### config.mk
export PLATFORM = sky130hd
export DESIGN_NAME = flash_loader
export DESIGN_NICKNAME = d
export VERILOG_FILES = /design/src/rtl/flash_loader.sv
export SDC_FILE = /design/constraint.sdc
export NUM_CORES = 1
export LEC_CHECK = 0
export CAP_MARGIN = 5
export CELL_PAD_IN_SITES_DETAIL_PLACEMENT = 1
export CELL_PAD_IN_SITES_GLOBAL_PLACEMENT = 1
export CORE_UTILIZATION = 42
export DETAILED_ROUTE_END_ITERATION = 10
export GPL_TIMING_DRIVEN = 0
export PLACE_DENSITY = 0.8
export SLEW_MARGIN = 20
export SYNTH_ARGS = -nofsm -noshare
export SYNTH_HDL_FRONTEND = slang
export SYNTH_SLANG_ARGS = --single-unit
### constraint.sdc
create_clock -name clk -period 2.05 [get_ports clk]
set_input_delay 0.205 -clock clk [delete_from_list [all_inputs] [get_ports clk]]
set_output_delay 0.205 -clock clk [all_outputs]
set_load 0.01 [all_outputs]
### src/rtl/flash_loader.sv
// rtl/flash_loader.sv - byte-stream boot image loader writing words to flash (optional FLASH_LOADER_CHECKSUM_EN)
module flash_loader #(
    parameter int               WIDTH     = 32,
    parameter logic [WIDTH-1:0] BASE_ADDR = '0,
    parameter int               MAX_WORDS = 256
) (
    input  logic             clk,
    input  logic             rst,
    input  logic             rx_valid,
    input  logic [7:0]       rx_data,
    output logic             rx_ready,
    output logic             flash_en,
    output logic [WIDTH-1:0] flash_addr,
    output logic [WIDTH-1:0] flash_data,
    output logic             cpu_hold,
    output logic             done,
    output logic             error
);

`ifdef FLASH_LOADER_CHECKSUM_EN
    typedef enum logic [2:0] {S_LEN, S_DATA, S_WRITE, S_DONE, S_ERR, S_CSUM} state_t;
    localparam state_t S_END = S_CSUM;
`else
    typedef enum logic [2:0] {S_LEN, S_DATA, S_WRITE, S_DONE, S_ERR} state_t;
    localparam state_t S_END = S_DONE;
`endif

    state_t      state, state_nxt;
    logic [1:0]  byte_cnt;
    logic [23:0] shift_q;
    logic [31:0] len_q;
    logic [31:0] word_idx;
    logic [31:0] word_full;
    logic        accept;
    logic        last_byte;
    logic        collecting;
`ifdef FLASH_LOADER_CHECKSUM_EN
    logic [7:0]  csum_q;
`endif

    assign accept     = rx_valid && rx_ready;
    assign last_byte  = accept && (byte_cnt == 2'd3);
    assign word_full  = {rx_data, shift_q};
    assign collecting = (state == S_LEN) || (state == S_DATA);

    always_ff @(posedge clk or negedge rst) begin
        if (!rst) begin
            state <= S_LEN;
        end else begin
            state <= state_nxt;
        end
    end

    always_comb begin
        state_nxt = state;
        case (state)
            S_LEN: begin
                if (last_byte) begin
                    if (word_full == 32'd0)
                        state_nxt = S_END;
                    else if (word_full > 32'(MAX_WORDS))
                        state_nxt = S_ERR;
                    else
                        state_nxt = S_DATA;
                end
            end
            S_DATA: begin
                if (last_byte)
                    state_nxt = S_WRITE;
            end
            S_WRITE: begin
                state_nxt = (word_idx + 32'd1 == len_q) ? S_END : S_DATA;
            end
`ifdef FLASH_LOADER_CHECKSUM_EN
            S_CSUM: begin
                if (accept)
                    state_nxt = (rx_data == csum_q) ? S_DONE : S_ERR;
            end
`endif
            default: state_nxt = state;
        endcase
    end

    always_comb begin
        rx_ready = 1'b0;
        flash_en = 1'b0;
        cpu_hold = 1'b1;
        done     = 1'b0;
        error    = 1'b0;
        case (state)
            S_LEN, S_DATA: rx_ready = 1'b1;
`ifdef FLASH_LOADER_CHECKSUM_EN
            S_CSUM:        rx_ready = 1'b1;
`endif
            S_WRITE:       flash_en = 1'b1;
            S_DONE: begin
                cpu_hold = 1'b0;
                done     = 1'b1;
            end
            S_ERR:         error = 1'b1;
            default:       rx_ready = 1'b0;
        endcase
    end

    // Address/data are loaded on the 4th byte so they are valid throughout WRITE and held afterwards.
    always_ff @(posedge clk or negedge rst) begin
        if (!rst) begin
            byte_cnt   <= 2'd0;
            shift_q    <= 24'd0;
            len_q      <= 32'd0;
            word_idx   <= 32'd0;
            flash_addr <= '0;
            flash_data <= '0;
`ifdef FLASH_LOADER_CHECKSUM_EN
            csum_q     <= 8'd0;
`endif
        end else begin
            if (accept && collecting) begin
                byte_cnt <= byte_cnt + 2'd1;
                shift_q  <= {rx_data, shift_q[23:8]};
`ifdef FLASH_LOADER_CHECKSUM_EN
                csum_q   <= csum_q ^ rx_data;
`endif
            end
            if (state == S_LEN && last_byte)
                len_q <= word_full;
            if (state == S_DATA && last_byte) begin
                flash_data <= WIDTH'(word_full);
                flash_addr <= BASE_ADDR + (WIDTH'(word_idx) << 2);
            end
            if (state == S_WRITE)
                word_idx <= word_idx + 32'd1;
        end
    end

endmodule

Word-level counts from Yosys, hierarchy flattened --
Cells that the tools add are included.
Operators by class: $add $sub $neg 2, multiply operators 0, divide/modulo/power cells 0, order comparisons 1, equality and inequality tests 8, shift operators 0, mux-type cells 11, bitwise logic cells 0, reduce and logical (&&, ||, !) cells 11
Operator list (number):
- $add A32 B1 Y32 const B | 1
- $eq A32 B32 Y1 | 1
- $gt A32 B9 Y1 const B | 1
- $logic_not A32 Y1 | 1
- $mux W3 | 4
- $pmux W3 S3 | 1
- $eq A3 B2 Y1 const B | 2
- $logic_and A1 B1 Y1 | 5
- $mux W1 | 5
- $ne A2 B2 Y1 const B | 2
- $eq A3 B1 Y1 const B | 1
- $eq A3 B3 Y1 const B | 1
- $logic_not A3 Y1 | 1
- $reduce_and A3 Y1 | 1
- $reduce_bool A3 Y1 | 1
- $add A2 B1 Y2 const B | 1
- $eq A2 B2 Y1 const B | 1
- $mux W2 | 1
- $reduce_or A2 Y1 | 1
- $logic_or A1 B1 Y1 | 1
Storage, ports and cells: bits in registers 155, bits in latches 0, bits in writable memories 0, memory bits (read-only) 0, word-level logic and storage cells 40, memories kept 0

Longest topological paths before layout --
Gate-level depths: netlist of run 1.
word-level depth 7, mapped depth 9

Worst setup path before layout of run 1 --
Ideal clock, no wire load.
path kind register to register, from reg word_idx[1], to reg state[1], data arrival time 1981 ps, data required time 1930 ps, setup slack -51 ps, stages on the path, launching flop included 9, period minus slack after synthesis 2101 ps, cell sequence dfrtp_1 ha_1 nand3_2 nor4_4 nand2_1 mux2_1 mux2i_1 nor4_1 a31o_1
Between the ends: longest elaborated chain between the ends 4
Ends and longest elaborated chain:
- start, declared | line 32 | logic [31:0] word_idx;
- start signal, assigned | line 132 | word_idx <= word_idx + 32'd1;
- $add A32 B1 Y32 | line 72 | state_nxt = (word_idx + 32'd1 == len_q) ? S_END : S_DATA;
- $eq A32 B32 Y1 | line 72
- $mux W2 | line 72
- $pmux W3 S3 | line 56 | case (state)
- end signal, assigned | line 50 | state <= state_nxt;
- end, declared | line 28 | state_t state, state_nxt;
Every way passes these cells. A chain may end at the register's enable or synchronous reset.

Worst setup path after layout of run 1 --
from reg word_idx[4], to reg state[1]
Same word-level chain as after synthesis.

==> flow_summary_export.csv, run 1 <==
group,metric,value,unit
run_status,status,"finished, violations left",
run_status,violations,"negative setup slack",
floorplan,die_x,135,um
route,drtPass1Iterations,4,
run,max_cap_viol_count,0,
synthesis,syn_avg_cell_area,12.4,um2
finish,nFillCells,1752,
route,first_iter_violations,239,
global_routing,top_usage_layer,"met2",
clocking,htreeDepth,4,
clocking,cts.sinks,155,
place,pre_cts_ws,-0.726,ns
place,place_area,8510,um2
worst_setup_path,cp_max_fo,5,
synthesis,syn_area,7420,um2
worst_setup_path,r2r_slack,-0.14,ns
synthesis,yosys_warnings,0,
clocking,path_clk_slew,0.06,ns
sta,drv_slew,0,
finish,antenna_cells,0,
route,via_count,5220,
sta,worst_hold_slack,0.300,ns
power_and_ir_drop,power_leakage,0.00444,uW
global_routing,grtUsageMet2,39.3,%
floorplan,core_area,17300,um2
finish,fin_area,9520,um2
route,drt-total-wl,20200,um
worst_setup_path,endpoint_kind,"flop",
place,gp_congestion,0.859,
synthesis,synth-seq-cells,155,
worst_setup_path,path_class,"flop to flop",
finish,drive_gt1_share,35.7,%
synthesis,synth_edf_count,0,
global_routing,grt.met1_usage,30.2,%
clocking,clock_path_buffers,2,
global_routing,track_usage,23.7,%
global_routing,grt_pass1_wl,32500,um
finish,fin_util,55.0,%
synthesis,ys_types,51,
finish,nets,734,
clocking,numCtsBuffers,17,
sta,hold_viol,0,
power_and_ir_drop,vdd_drop_max,0.524,mV
sta,rsz0062_at_grt,"yes",
finish,area_delta_synth_final,28.3,%
synthesis,syn-instance-count,597,
worst_hold_path,hold_path.class,"primary input to asynchronous set/reset pin",
sta,fin_setup_tns,-0.140,ns
sta,final.setup.worst_slack,-0.140,ns
sta,worst_slew_pin_slew,0.603,ns
floorplan,std_cell_rows,48,
global_routing,grt_start_max_net_pins,95,
worst_setup_path,start_kind,"flop",
clocking,clock_latency,0.44,ns
clocking,cts_root_buf,"clkbuf_16",
route,antenna_left,0,
sta,setup_viol,1,
floorplan,start_util,42.9,%
route,post_drt_wl_per_cell,21.0,um
sta,period_share,107,%
worst_setup_path,critPathSlowestCell,"dfrtp_1",
worst_setup_path,worstPathCellList,"buf_6, nand4_4, nor4_4, buf_4, nand4_1, o211ai_1, o211ai_1, nor4_2, a31o_1",
place,portBuffers,77,
global_routing,antenna_found_initial,0,
sta,maxSlewHeadroom,59.8,%
route,vias_per_cell,5.44,
global_routing,grtUsageMet3,3.68,%
synthesis,synth_flop_cell,"dfrtp_1",
clocking,cts_tree,"built",
power_and_ir_drop,powerDensity,648,nW/um2
floorplan,dieArea,18200,um2
global_routing,overflow,0,
sta,skew,0.0148,ns
worst_setup_path,crit_top_cell,"o211ai_1",
global_routing,grt_pass1_vias,5787,
worst_setup_path,critPathRequiredTime,2.42,ns
floorplan,io_pins,80,
synthesis,yosysSeqAreaShare,52.3,%
route,route.detailed.drc,0,
worst_setup_path,slowest_delay,0.35,ns
synthesis,async_reset_ff_share,100,%
place,dp_hpwl,13500,um
sta,min_period,2.19,ns
sta,max_freq,457,MHz
worst_setup_path,critPathArrivalTime,2.56,ns
floorplan,die_y,135,um
-- power by group --
part           total (uW)  switching [uW]  internal (uW)
combinational         118            80.5           37.1
clock                2960            1260           1710
sequential           3090            17.1           3070
total                6170            1350           4810
-- registers in the layout, indices dropped and copies added (netlist names) --
| register | flops |
|---|---|
| flash_data | 32 |
| len_q | 32 |
| word_idx | 32 |
| state | 3 |
| byte_cnt | 2 |
| flash_addr | 30 |
| shift_q | 24 |
-- logic make-up (layout without fill, tap and decap cells) --
group	after synthesis	after routing	synth area share (%)
flops	155	155	52.3
buf+inv	46	182	3.85
other cells	1	2	0.0506
fa+ha+maj	2	2	0.337
mux	122	122	18.5
simple gates	162	162	13.2
compound gates	35	35	3.10
xor+xnor	74	74	8.74
-- layer usage --
layer	routed length [um]	vias up
met5	0	-
met4	539	0
met3	657	40
met2	10100	128
met1	8910	2688
li1	-	2364
-- metrics by stage --
| step | std cells | total power [uW] |
|---|---|---|
| after floorplan | 598 | 3150 |
| after global placement | 900 | 3250 |
| after detailed placement | 901 | 3260 |
| after CTS | 951 | 6220 |
| after global routing | 959 | 6350 |
| final | 959 | 6170 |
-- layout make-up --
| type | count | area, um2 | area share [%] |
|---|---|---|---|
| Timing Repair Buffer | 114 | 1080 | 11.3 |
| Sequential cell | 155 | 3890 | 40.9 |
| Buffer | 30 | 274 | 2.88 |
| Inverter | 6 | 22.5 | 0.237 |
| Clock inverter | 9 | 90.1 | 0.947 |
| Tap cell | 225 | 282 | 2.96 |
| Clock buffer | 23 | 458 | 4.81 |
| Multi-Input combinational cell | 397 | 3420 | 36.0 |
-- final timing paths --
kind / depth (start not counted) / to / startpoint
worst max register to register: 9 / state[1] / word_idx[4]
min in group clk: 2 / flash_data[30] / rx_data[6]
worst min-delay path: 2 / flash_data[24] / rst
max in group asynchronous: 3 / state[1] / rst
worst max-delay path: 9 / state[1] / word_idx[4]
worst min register to register: 1 / byte_cnt[0] / byte_cnt[0]
-- cells in the mapped netlist, drive strengths merged, types with 5 or more instances --
| cell type | n | area (um2) |
|---|---|---|
| and4 | 5 | 45.0 |
| xnor2 | 48 | 420 |
| inv | 6 | 22.5 |
| nor3 | 12 | 60.1 |
| nor2 | 26 | 100 |
| xor2 | 26 | 228 |
| a21oi | 6 | 30.0 |
| nand4 | 21 | 180 |
| nand2 | 43 | 161 |
| nor4 | 20 | 204 |
| nand3 | 18 | 108 |
| o21ai | 9 | 45.0 |
| buf | 17 | 126 |
| mux2 | 118 | 1330 |
| clkbuf | 23 | 136 |
| dfrtp | 155 | 3880 |
-- critical path: cells and delay by family, from the launching register on --
kind / cells / cell delay [ns]
AOI/OAI and AO/OA: 3 / 0.55
DFF: 1 / 0.35
buffers and inverters: 2 / 0.32
and+or+nand+nor: 4 / 0.91
-- repair_timing --
| action | CTS | global route |
|---|---|---|
| gates resized for setup | 53 | 11 |
| pin swaps | 13 | 5 |
| setup endpoints to repair | 119 | 106 |
| hold buffers | 1 | 0 |
| hold endpoints to repair | 61 | 0 |
| setup buffers | 27 | 8 |
-- placed cells by master (no fill, tap or decap), drive strengths merged, types with 5 or more instances in the layout --
cell,count
o21ai,9
nand3,18
nand2,43
nand4,21
clkbuf,36
nor2,26
buf,54
clkinvlp,5
nor4,20
inv,8
mux2,118
and4,5
clkdlybuf4s50,73
nor3,12
xnor2,48
xor2,26
a21oi,6
dfrtp,155
(Power assumes the default switching activity.)
==> run 2, diff against run 1 <==
Settings changed: CAP_MARGIN 5 to 0.
==> results of run 2 <==
Final layout, timing and power as in run 1 (identical DEF).
